### src/rtl/onehot_select_seq.sv
// ---------------------------------------------------------------------------
// onehot_select_seq
//   Registered index sequencer driving a one-hot select bus. The index can be
//   loaded, stepped (scanned), held or cleared. Loads are range checked
//   against NUM_OUT, and the last-index behaviour of a step is chosen by
//   `wrap`. Used for register-file write-enable generation and for
//   sequential scans of memory-mapped slots.
//
//   Parameters
//     ADDR_W   width of addr / index
//     NUM_OUT  number of select outputs, 2 .. 2**ADDR_W (need not be pow2)
//
//   Ports
//     clk      rising-edge clock
//     rst_n    asynchronous active-low reset
//     en       command enable; mode is ignored while low
//     mode     00 HOLD, 01 LOAD, 10 STEP, 11 CLEAR
//     addr     index for LOAD
//     wrap     STEP at last index: 1 = wrap to 0, 0 = end the scan
//     sel      one-hot select of index while valid, else all zero
//     valid    an index is active
//     index    current index register
//     err      sticky out-of-range LOAD flag
//     done     one-cycle pulse when a scan ends or wraps
// ---------------------------------------------------------------------------

// One select lane: compares the registered index against its own position.
// It depends on registered state only, so sel has no input-to-output path.
module onehot_select_lane #(
    parameter int ADDR_W = 4,
    parameter int LANE   = 0
) (
    input  logic [ADDR_W-1:0] index,
    input  logic              valid,
    output logic              sel
);
    localparam logic [ADDR_W-1:0] LANE_IDX = ADDR_W'(LANE);

    assign sel = valid && (index == LANE_IDX);
endmodule

module onehot_select_seq #(
    parameter int ADDR_W  = 4,
    parameter int NUM_OUT = 16
) (
    input  logic               clk,
    input  logic               rst_n,
    input  logic               en,
    input  logic [1:0]         mode,
    input  logic [ADDR_W-1:0]  addr,
    input  logic               wrap,
    output logic [NUM_OUT-1:0] sel,
    output logic               valid,
    output logic [ADDR_W-1:0]  index,
    output logic               err,
    output logic               done
);
    typedef enum logic [1:0] {
        CMD_HOLD  = 2'b00,
        CMD_LOAD  = 2'b01,
        CMD_STEP  = 2'b10,
        CMD_CLEAR = 2'b11
    } cmd_e;

    // One extra bit so NUM_OUT == 2**ADDR_W is representable in the compare.
    localparam logic [ADDR_W:0]   NUM_OUT_EXT = (ADDR_W+1)'(NUM_OUT);
    localparam logic [ADDR_W-1:0] LAST_IDX    = ADDR_W'(NUM_OUT - 1);

    logic [ADDR_W-1:0] index_q, index_d;
    logic              valid_q, valid_d;
    logic              err_q,   err_d;
    logic              done_q,  done_d;
    // Low for the first edge after reset release, so the command present
    // while rst_n deasserts is never executed.
    logic              run_q,   run_d;

    logic              addr_ok;
    cmd_e              cmd;

    assign addr_ok = ({1'b0, addr} < NUM_OUT_EXT);
    assign cmd     = cmd_e'(mode);
    assign run_d   = 1'b1;

    always_comb begin
        index_d = index_q;
        valid_d = valid_q;
        err_d   = err_q;
        done_d  = 1'b0;
        if (run_q && en) begin
            case (cmd)
                CMD_HOLD: ;
                CMD_LOAD: begin
                    if (addr_ok) begin
                        index_d = addr;
                        valid_d = 1'b1;
                        err_d   = 1'b0;
                    end else begin
                        // Index is kept, only validity drops.
                        valid_d = 1'b0;
                        err_d   = 1'b1;
                    end
                end
                CMD_STEP: begin
                    if (valid_q) begin
                        // Explicit end compare: NUM_OUT need not be a
                        // power of two, so counter overflow is not used.
                        if (index_q == LAST_IDX) begin
                            done_d = 1'b1;
                            if (wrap) index_d = '0;
                            else      valid_d = 1'b0;
                        end else begin
                            index_d = index_q + ADDR_W'(1);
                        end
                    end
                end
                CMD_CLEAR: begin
                    index_d = '0;
                    valid_d = 1'b0;
                    err_d   = 1'b0;
                end
                default: ;
            endcase
        end
    end

    always_ff @(posedge clk or negedge rst_n) begin
        if (!rst_n) begin
            index_q <= '0;
            valid_q <= 1'b0;
            err_q   <= 1'b0;
            done_q  <= 1'b0;
            run_q   <= 1'b0;
        end else begin
            index_q <= index_d;
            valid_q <= valid_d;
            err_q   <= err_d;
            done_q  <= done_d;
            run_q   <= run_d;
        end
    end

    genvar g;
    generate
        for (g = 0; g < NUM_OUT; g++) begin : g_lane
            onehot_select_lane #(
                .ADDR_W (ADDR_W),
                .LANE   (g)
            ) u_lane (
                .index (index_q),
                .valid (valid_q),
                .sel   (sel[g])
            );
        end
    endgenerate

    assign valid = valid_q;
    assign index = index_q;
    assign err   = err_q;
    assign done  = done_q;
endmodule

### config.mk
export PLATFORM = sky130hd
export DESIGN_NAME = onehot_select_seq
export DESIGN_NICKNAME = d
export VERILOG_FILES = /design/src/rtl/onehot_select_seq.sv
export SDC_FILE = /design/constraint.sdc
export NUM_CORES = 1
export LEC_CHECK = 0
export ABC_AREA = 1
export BUFFER_PORTS_ARGS = -buffer_cell sky130_fd_sc_hd__buf_2
export CAP_MARGIN = 20
export CORE_MARGIN = 4
export CORE_UTILIZATION = 45
export CTS_BUF_LIST = sky130_fd_sc_hd__clkbuf_2 sky130_fd_sc_hd__clkbuf_4 sky130_fd_sc_hd__clkbuf_8
export DETAILED_ROUTE_END_ITERATION = 16
export PLACE_DENSITY = 0.86
export SETUP_SLACK_MARGIN = 0.2
export SLEW_MARGIN = 20
export SYNTH_ARGS = -nofsm -noshare
export SYNTH_HDL_FRONTEND = slang
export SYNTH_SLANG_ARGS = --single-unit
### constraint.sdc
create_clock -name clk -period 1.45 [get_ports clk]
set_input_delay 0.0725 -clock clk [delete_from_list [all_inputs] [get_ports clk]]
set_output_delay 0.0725 -clock clk [all_outputs]
set_load 0.1 [all_outputs]
==> metrics.txt, run 1 <==
# TYPE chip_impl_metric gauge
chip_impl_metric{name="synth_seq_area_share",unit="%"} 25.5
chip_impl_info{name="ctsRootBufferMaster",value="sky130_fd_sc_hd__clkbuf_4"} 1
chip_impl_metric{name="grt_start_max_net_pins",unit=""} 12
chip_impl_info{name="outcome",value="did not finish"} 1
chip_impl_metric{name="synthesis.area",unit="sq um"} 687
chip_impl_info{name="timing.repair.worst_endpoint_type",value="primary output"} 1
chip_impl_metric{name="port_buffers",unit=""} 31
chip_impl_info{name="stage_where_the_flow_stopped",value="5_1_grt"} 1
chip_impl_info{name="stop_error",value="[ERROR DPL-0038] Utilization greater than 100%, impossible to legalize"} 1
chip_impl_metric{name="cts_sinks",unit=""} 7
chip_impl_metric{name="post_synth_inst_count",unit=""} 104
chip_impl_metric{name="dp_hpwl",unit="mm"} 1.49
chip_impl_metric{name="die_height",unit="microns"} 47.1
chip_impl_metric{name="tritoncts_buffer_count",unit=""} 3
chip_impl_info{name="worst_ep_grt",value="sel[4]"} 1
chip_impl_metric{name="start_util",unit="%"} 50.3
chip_impl_metric{name="h-tree-depth",unit=""} 1
chip_impl_metric{name="ys_seq_elements",unit=""} 7
chip_impl_metric{name="std_cell_rows",unit=""} 13
chip_impl_metric{name="gp_congestion",unit=""} 0.888
chip_impl_metric{name="synth_fp_nets",unit=""} 118
chip_impl_metric{name="synth.distinct_cells",unit=""} 19
chip_impl_metric{name="dpl.cell_count",unit=""} 132
chip_impl_metric{name="clk_path_buf_depth",unit=""} 2
chip_impl_metric{name="cell_area_after_placement",unit="sq um"} 1010
chip_impl_metric{name="die-width",unit="microns"} 47.1
chip_impl_metric{name="yosysWarnings",unit=""} 0
chip_impl_metric{name="pin_count",unit=""} 33
chip_impl_metric{name="syn-mean-instance-area",unit="sq um"} 6.60
synth_stat cells:
library cell               n  share of area [%]
sky130_fd_sc_hd__nand2_4   1                1.6
sky130_fd_sc_hd__nand3_1   6                4.4
sky130_fd_sc_hd__o21ai_1   2                1.5
sky130_fd_sc_hd__nand2_2   1               0.91
sky130_fd_sc_hd__nor2_1   18                9.8
sky130_fd_sc_hd__a22o_1    1                1.3
sky130_fd_sc_hd__buf_4    17                 19
sky130_fd_sc_hd__ha_1      4                7.3
sky130_fd_sc_hd__o21ai_0   2                1.5
sky130_fd_sc_hd__nand4_1   2                1.8
sky130_fd_sc_hd__inv_1     5                2.7
sky130_fd_sc_hd__buf_2     1               0.73
sky130_fd_sc_hd__nor3_2    1                1.5
sky130_fd_sc_hd__conb_1    2                1.1
sky130_fd_sc_hd__nand3_2   1                1.5
sky130_fd_sc_hd__nor2_2    1               0.91
sky130_fd_sc_hd__dfrtp_1   7                 26
sky130_fd_sc_hd__nand2_1  29                 16
sky130_fd_sc_hd__inv_2     3                1.6
per-stage QoR:
step                utilization, %  setup slack [ns]
CTS                           94.7           -0.0763
detailed placement            74.1            0.0937
global placement              74.1             0.151
floorplan                        -            0.0682
timing repair:
item | 4_1_cts
hold endpoints to repair | 7
hold buffers | 1
buffers inserted | 5
resized for setup | 53
pin swaps | 7
endpoints found under the setup margin | 21
kinds of logic after synthesis:
| logic type | Yosys count | share of synthesized area, % |
|---|---|---|
| buffers and inverters | 26 | 23.7 |
| and+or+nand+nor | 60 | 38.3 |
| DFF | 7 | 25.5 |
| other | 2 | 1.09 |
| adders and majority gates | 4 | 7.29 |
| AOI/OAI and AO/OA | 5 | 4.19 |
==> run 2: changes to the inputs <==
- CORE_AREA: default -> 4 4 65 67
- CORE_MARGIN: 4 -> default
- CORE_UTILIZATION: 45 -> default
- CTS_BUF_LIST: sky130_fd_sc_hd__clkbuf_2 sky130_fd_sc_hd__clkbuf_4 sky130_fd_sc_hd__clkbuf_8 -> default
- DIE_AREA: default -> 0 0 69 71
- PLACE_DENSITY: 0.86 -> default
- PLACE_DENSITY_LB_ADDON: default -> 0.15
- SETUP_SLACK_MARGIN: 0.2 -> default
==> run 2 against run 1 <==
Compared with the run above: the flow now finishes, with violations (setup timing); synthesized cell count unchanged; synthesized area unchanged.
==> metrics.txt, run 2 <==
# TYPE chip_impl_metric gauge
chip_impl_metric{name="fin_crit_sh",unit="%"} 102
chip_impl_metric{name="power-per-cell-area",unit="nW/um^2"} 1290
chip_impl_info{name="outcome",value="finished, violations left"} 1
chip_impl_metric{name="path_clk_slew",unit="ns"} 0.04
chip_impl_metric{name="peakVddDrop",unit="mV"} 0.438
chip_impl_metric{name="tritoncts_buffer_count",unit=""} 3
chip_impl_metric{name="port_buffers",unit=""} 31
chip_impl_metric{name="internal-power",unit="uW"} 780
chip_impl_metric{name="core_region",unit="sq um"} 3630
chip_impl_metric{name="maxCapViolations",unit=""} 0
chip_impl_metric{name="via_count",unit=""} 693
chip_impl_metric{name="power.combinational.fraction",unit="%"} 64.8
chip_impl_metric{name="cts_sinks",unit=""} 7
chip_impl_metric{name="largest_register_ff_count",unit=""} 4
chip_impl_metric{name="insertedDiodeCount",unit=""} 0
chip_impl_info{name="post-synth-top-area-cell",value="sky130_fd_sc_hd__dfrtp_1"} 1
chip_impl_info{name="synth_flop_cell",value="sky130_fd_sc_hd__dfrtp_1"} 1
chip_impl_metric{name="h-tree-depth",unit=""} 1
chip_impl_metric{name="timing.critical_path.fanout_max",unit=""} 5
chip_impl_metric{name="grt_pass1_vias",unit=""} 687
chip_impl_metric{name="grt_first_pass_wirelength",unit="mm"} 3.39
chip_impl_info{name="failing_checks",value="setup timing"} 1
chip_impl_metric{name="seqPwrFrac",unit="%"} 19.3
chip_impl_metric{name="synth_seq_area_share",unit="%"} 25.5
chip_impl_metric{name="synth-async-reset-ratio",unit="%"} 100
chip_impl_info{name="layout_commonest_cell",value="sky130_fd_sc_hd__nand2_1"} 1
chip_impl_info{name="hold_class",value="in -> reg"} 1
chip_impl_metric{name="post_synth_inst_count",unit=""} 104
chip_impl_metric{name="dpl.cell_count",unit=""} 165
chip_impl_metric{name="post_placement_setup_slack",unit="ns"} 0.0501
chip_impl_info{name="rsz0062_at_grt",value="yes"} 1
chip_impl_metric{name="postRouteWirelength",unit="mm"} 2.01
chip_impl_info{name="post_synth_main_area_contributors",value="sky130_fd_sc_hd__dfrtp_1 (26%), sky130_fd_sc_hd__buf_4 (19%), sky130_fd_sc_hd__nand2_1 (16%)"} 1
chip_impl_metric{name="synthesis.area",unit="sq um"} 687
chip_impl_metric{name="synth_fp_nets",unit=""} 118
chip_impl_metric{name="finalPower",unit="mW"} 1.75
chip_impl_metric{name="grt_usage",unit="%"} 8.75
chip_impl_metric{name="fmaxAchievable",unit="MHz"} 678
chip_impl_info{name="ctsRootBufferMaster",value="sky130_fd_sc_hd__clkbuf_8"} 1
chip_impl_metric{name="ys_seq_elements",unit=""} 7
chip_impl_metric{name="worst_ep_required_time",unit="ns"} 1.38
chip_impl_metric{name="static-leakage-power",unit="nW"} 0.542
chip_impl_metric{name="post_layout_nonfiller_instances",unit=""} 176
chip_impl_metric{name="globalRoute.totalOverflow",unit=""} 0
chip_impl_metric{name="std_cell_rows",unit=""} 22
chip_impl_metric{name="drtIter0Drc",unit=""} 17
chip_impl_metric{name="die_height",unit="microns"} 71
chip_impl_metric{name="dr.pass1.iters",unit=""} 4
chip_impl_metric{name="pin_count",unit=""} 33
chip_impl_metric{name="route.detailed.drc",unit=""} 0
chip_impl_info{name="worstSetupStartpointType",value="register"} 1
chip_impl_metric{name="finalWorstSetupSlack",unit="ns"} -0.0239
chip_impl_metric{name="routed_wire_length_per_instance",unit="microns"} 11.4
chip_impl_metric{name="yosysWarnings",unit=""} 0
chip_impl_metric{name="die-width",unit="microns"} 69
chip_impl_metric{name="report.final.slew_viol_count",unit=""} 0
chip_impl_metric{name="clk-insertion-delay-late",unit="ns"} 0.23
chip_impl_metric{name="die_area",unit="sq um"} 4900
chip_impl_metric{name="clk_path_buf_depth",unit=""} 2
chip_impl_metric{name="finish.net_count",unit=""} 143
chip_impl_metric{name="synth.distinct_cells",unit=""} 19
chip_impl_metric{name="netlist.area_leader.share",unit="%"} 25.5
chip_impl_metric{name="start_util",unit="%"} 18.9
chip_impl_metric{name="grt_antenna_before_repair",unit=""} 0
chip_impl_metric{name="worstPathArrival",unit="ns"} 1.40
chip_impl_info{name="final_cell_mix",value="sky130_fd_sc_hd__nand2_1 (21), sky130_fd_sc_hd__buf_12 (16), sky130_fd_sc_hd__nor2_4 (15), sky130_fd_sc_hd__buf_2 (15)"} 1
chip_impl_metric{name="synth-edff-count",unit=""} 0
chip_impl_metric{name="gp_congestion",unit=""} 0.764
chip_impl_metric{name="period_needed",unit="ns"} 1.47
chip_impl_metric{name="ant_nets",unit=""} 0
chip_impl_metric{name="area_growth_syn_to_layout",unit="%"} 98.2
chip_impl_info{name="tritoncts",value="done"} 1
chip_impl_metric{name="switch_pwr",unit="uW"} 972
chip_impl_metric{name="clockPowerShare",unit="%"} 15.9
chip_impl_info{name="synth_common_cells",value="sky130_fd_sc_hd__nand2_1 (29), sky130_fd_sc_hd__nor2_1 (18), sky130_fd_sc_hd__buf_4 (17), sky130_fd_sc_hd__dfrtp_1 (7), sky130_fd_sc_hd__nand3_1 (6)"} 1
chip_impl_metric{name="fill_cells",unit=""} 387
chip_impl_metric{name="setup_slack_of_the_most_critical_reg_to_reg_path",unit="ns"} 0.16
chip_impl_metric{name="utilization",unit="%"} 37.5
chip_impl_metric{name="syn-mean-instance-area",unit="sq um"} 6.60
chip_impl_metric{name="post_route_cells_drive_above_1_share",unit="%"} 64.8
chip_impl_metric{name="switching_fraction",unit="%"} 55.5
chip_impl_info{name="path_class",value="reg -> out"} 1
chip_impl_metric{name="regArea",unit="sq um"} 191
chip_impl_metric{name="dp_hpwl",unit="mm"} 1.58
chip_impl_metric{name="setup-violations-final",unit=""} 8
chip_impl_metric{name="mean_number_of_vias_per_cell",unit=""} 3.94
chip_impl_metric{name="total_area_of_multi_input_combinational_cells",unit="sq um"} 576
chip_impl_info{name="synthMostInstantiatedCell",value="sky130_fd_sc_hd__nand2_1"} 1
chip_impl_info{name="timing.critical_path.to_type",value="primary output"} 1
chip_impl_metric{name="grt_start_max_net_pins",unit=""} 12
chip_impl_metric{name="timing.clock.skew",unit="ns"} 0.00286
chip_impl_metric{name="timing.final.hold_violations",unit=""} 0
-- run 2: kinds of logic (layout without fill, tap and decap cells) --
| family | count (synthesis) | in the layout | synth area share (%) |
|---|---|---|---|
| simple gates | 60 | 60 | 38.3 |
| buf+inv | 26 | 50 | 23.7 |
| flops | 7 | 7 | 25.5 |
| compound gates | 5 | 5 | 4.19 |
| fa+ha+maj | 4 | 4 | 7.29 |
| other cells | 2 | 2 | 1.09 |
-- run 2: power groups by stage --
stage	sequential, mW	combinational (mW)	clock (mW)
finish	0.338	1.13	0.279
detailed placement	0.316	0.861	0
global route	0.346	1.20	0.298
CTS	0.316	0.965	0.285
global placement	0.314	0.860	0
floorplan	0.502	0.489	0
-- run 2: final cells by class --
class / instances / share of cell area, %
clock buffers: 4 / 3.31
inverters: 8 / 2.57
repair buffers: 38 / 33.4
flip-flops and latches: 7 / 14.1
multi-input cells: 71 / 42.3
well taps: 48 / 4.41
-- run 2: layer usage --
| layer | vias to the layer above | share of wire [%] | GRT usage (%) |
|---|---|---|---|
| met5 | - | 0 | 0 |
| met4 | 0 | 1.7 | 3.90 |
| met3 | 5 | 5.7 | 4.12 |
| met2 | 21 | 51 | 13.9 |
| met1 | 313 | 42 | 10.0 |
| li1 | 354 | - | - |
-- run 2: worst paths after layout --
| path | depth (start not counted) | startpoint | to |
|---|---|---|---|
| worst max-delay path | 5 | index[0] | sel[14] |
| worst min-delay path | 2 | mode[0] | valid |
| worst max register to register | 6 | index[0] | done |
| worst min register to register | 2 | run_q | done |
| max in group asynchronous | 2 | rst_n | index[2] |
| min in group asynchronous | 2 | rst_n | run_q |
-- run 2: critical path, stage by stage, from the launching register on --
cell and delay (ns):
sky130_fd_sc_hd__dfrtp_4 0.52, sky130_fd_sc_hd__inv_4 0.09, sky130_fd_sc_hd__ha_4 0.15, sky130_fd_sc_hd__nand2_8 0.08
sky130_fd_sc_hd__nor2_4 0.14, sky130_fd_sc_hd__buf_12 0.18
-- run 2: metrics by stage --
stage / instance area [sq um] / setup TNS [ns] / hold WS, ns
floorplan: 758 / 0 / -0.223
global placement: 1040 / 0 / -0.0759
detailed placement: 1040 / 0 / -0.0709
CTS: 1200 / -1.03 / 0.0754
global route: 1360 / -0.690 / 0.0904
finish: 1360 / -0.108 / 0.0742
-- run 2: timing repair --
action | in CTS | in global routing
buffers inserted | 1 | 5
pin swaps | 12 | 8
hold buffers | 1 | 0
resized for setup | 29 | 28
endpoints found under the setup margin | 16 | 16
hold endpoints to repair | 7 | 0
gates cloned | 0 | 0
No activity file was read; power rests on OpenSTA's default activity.
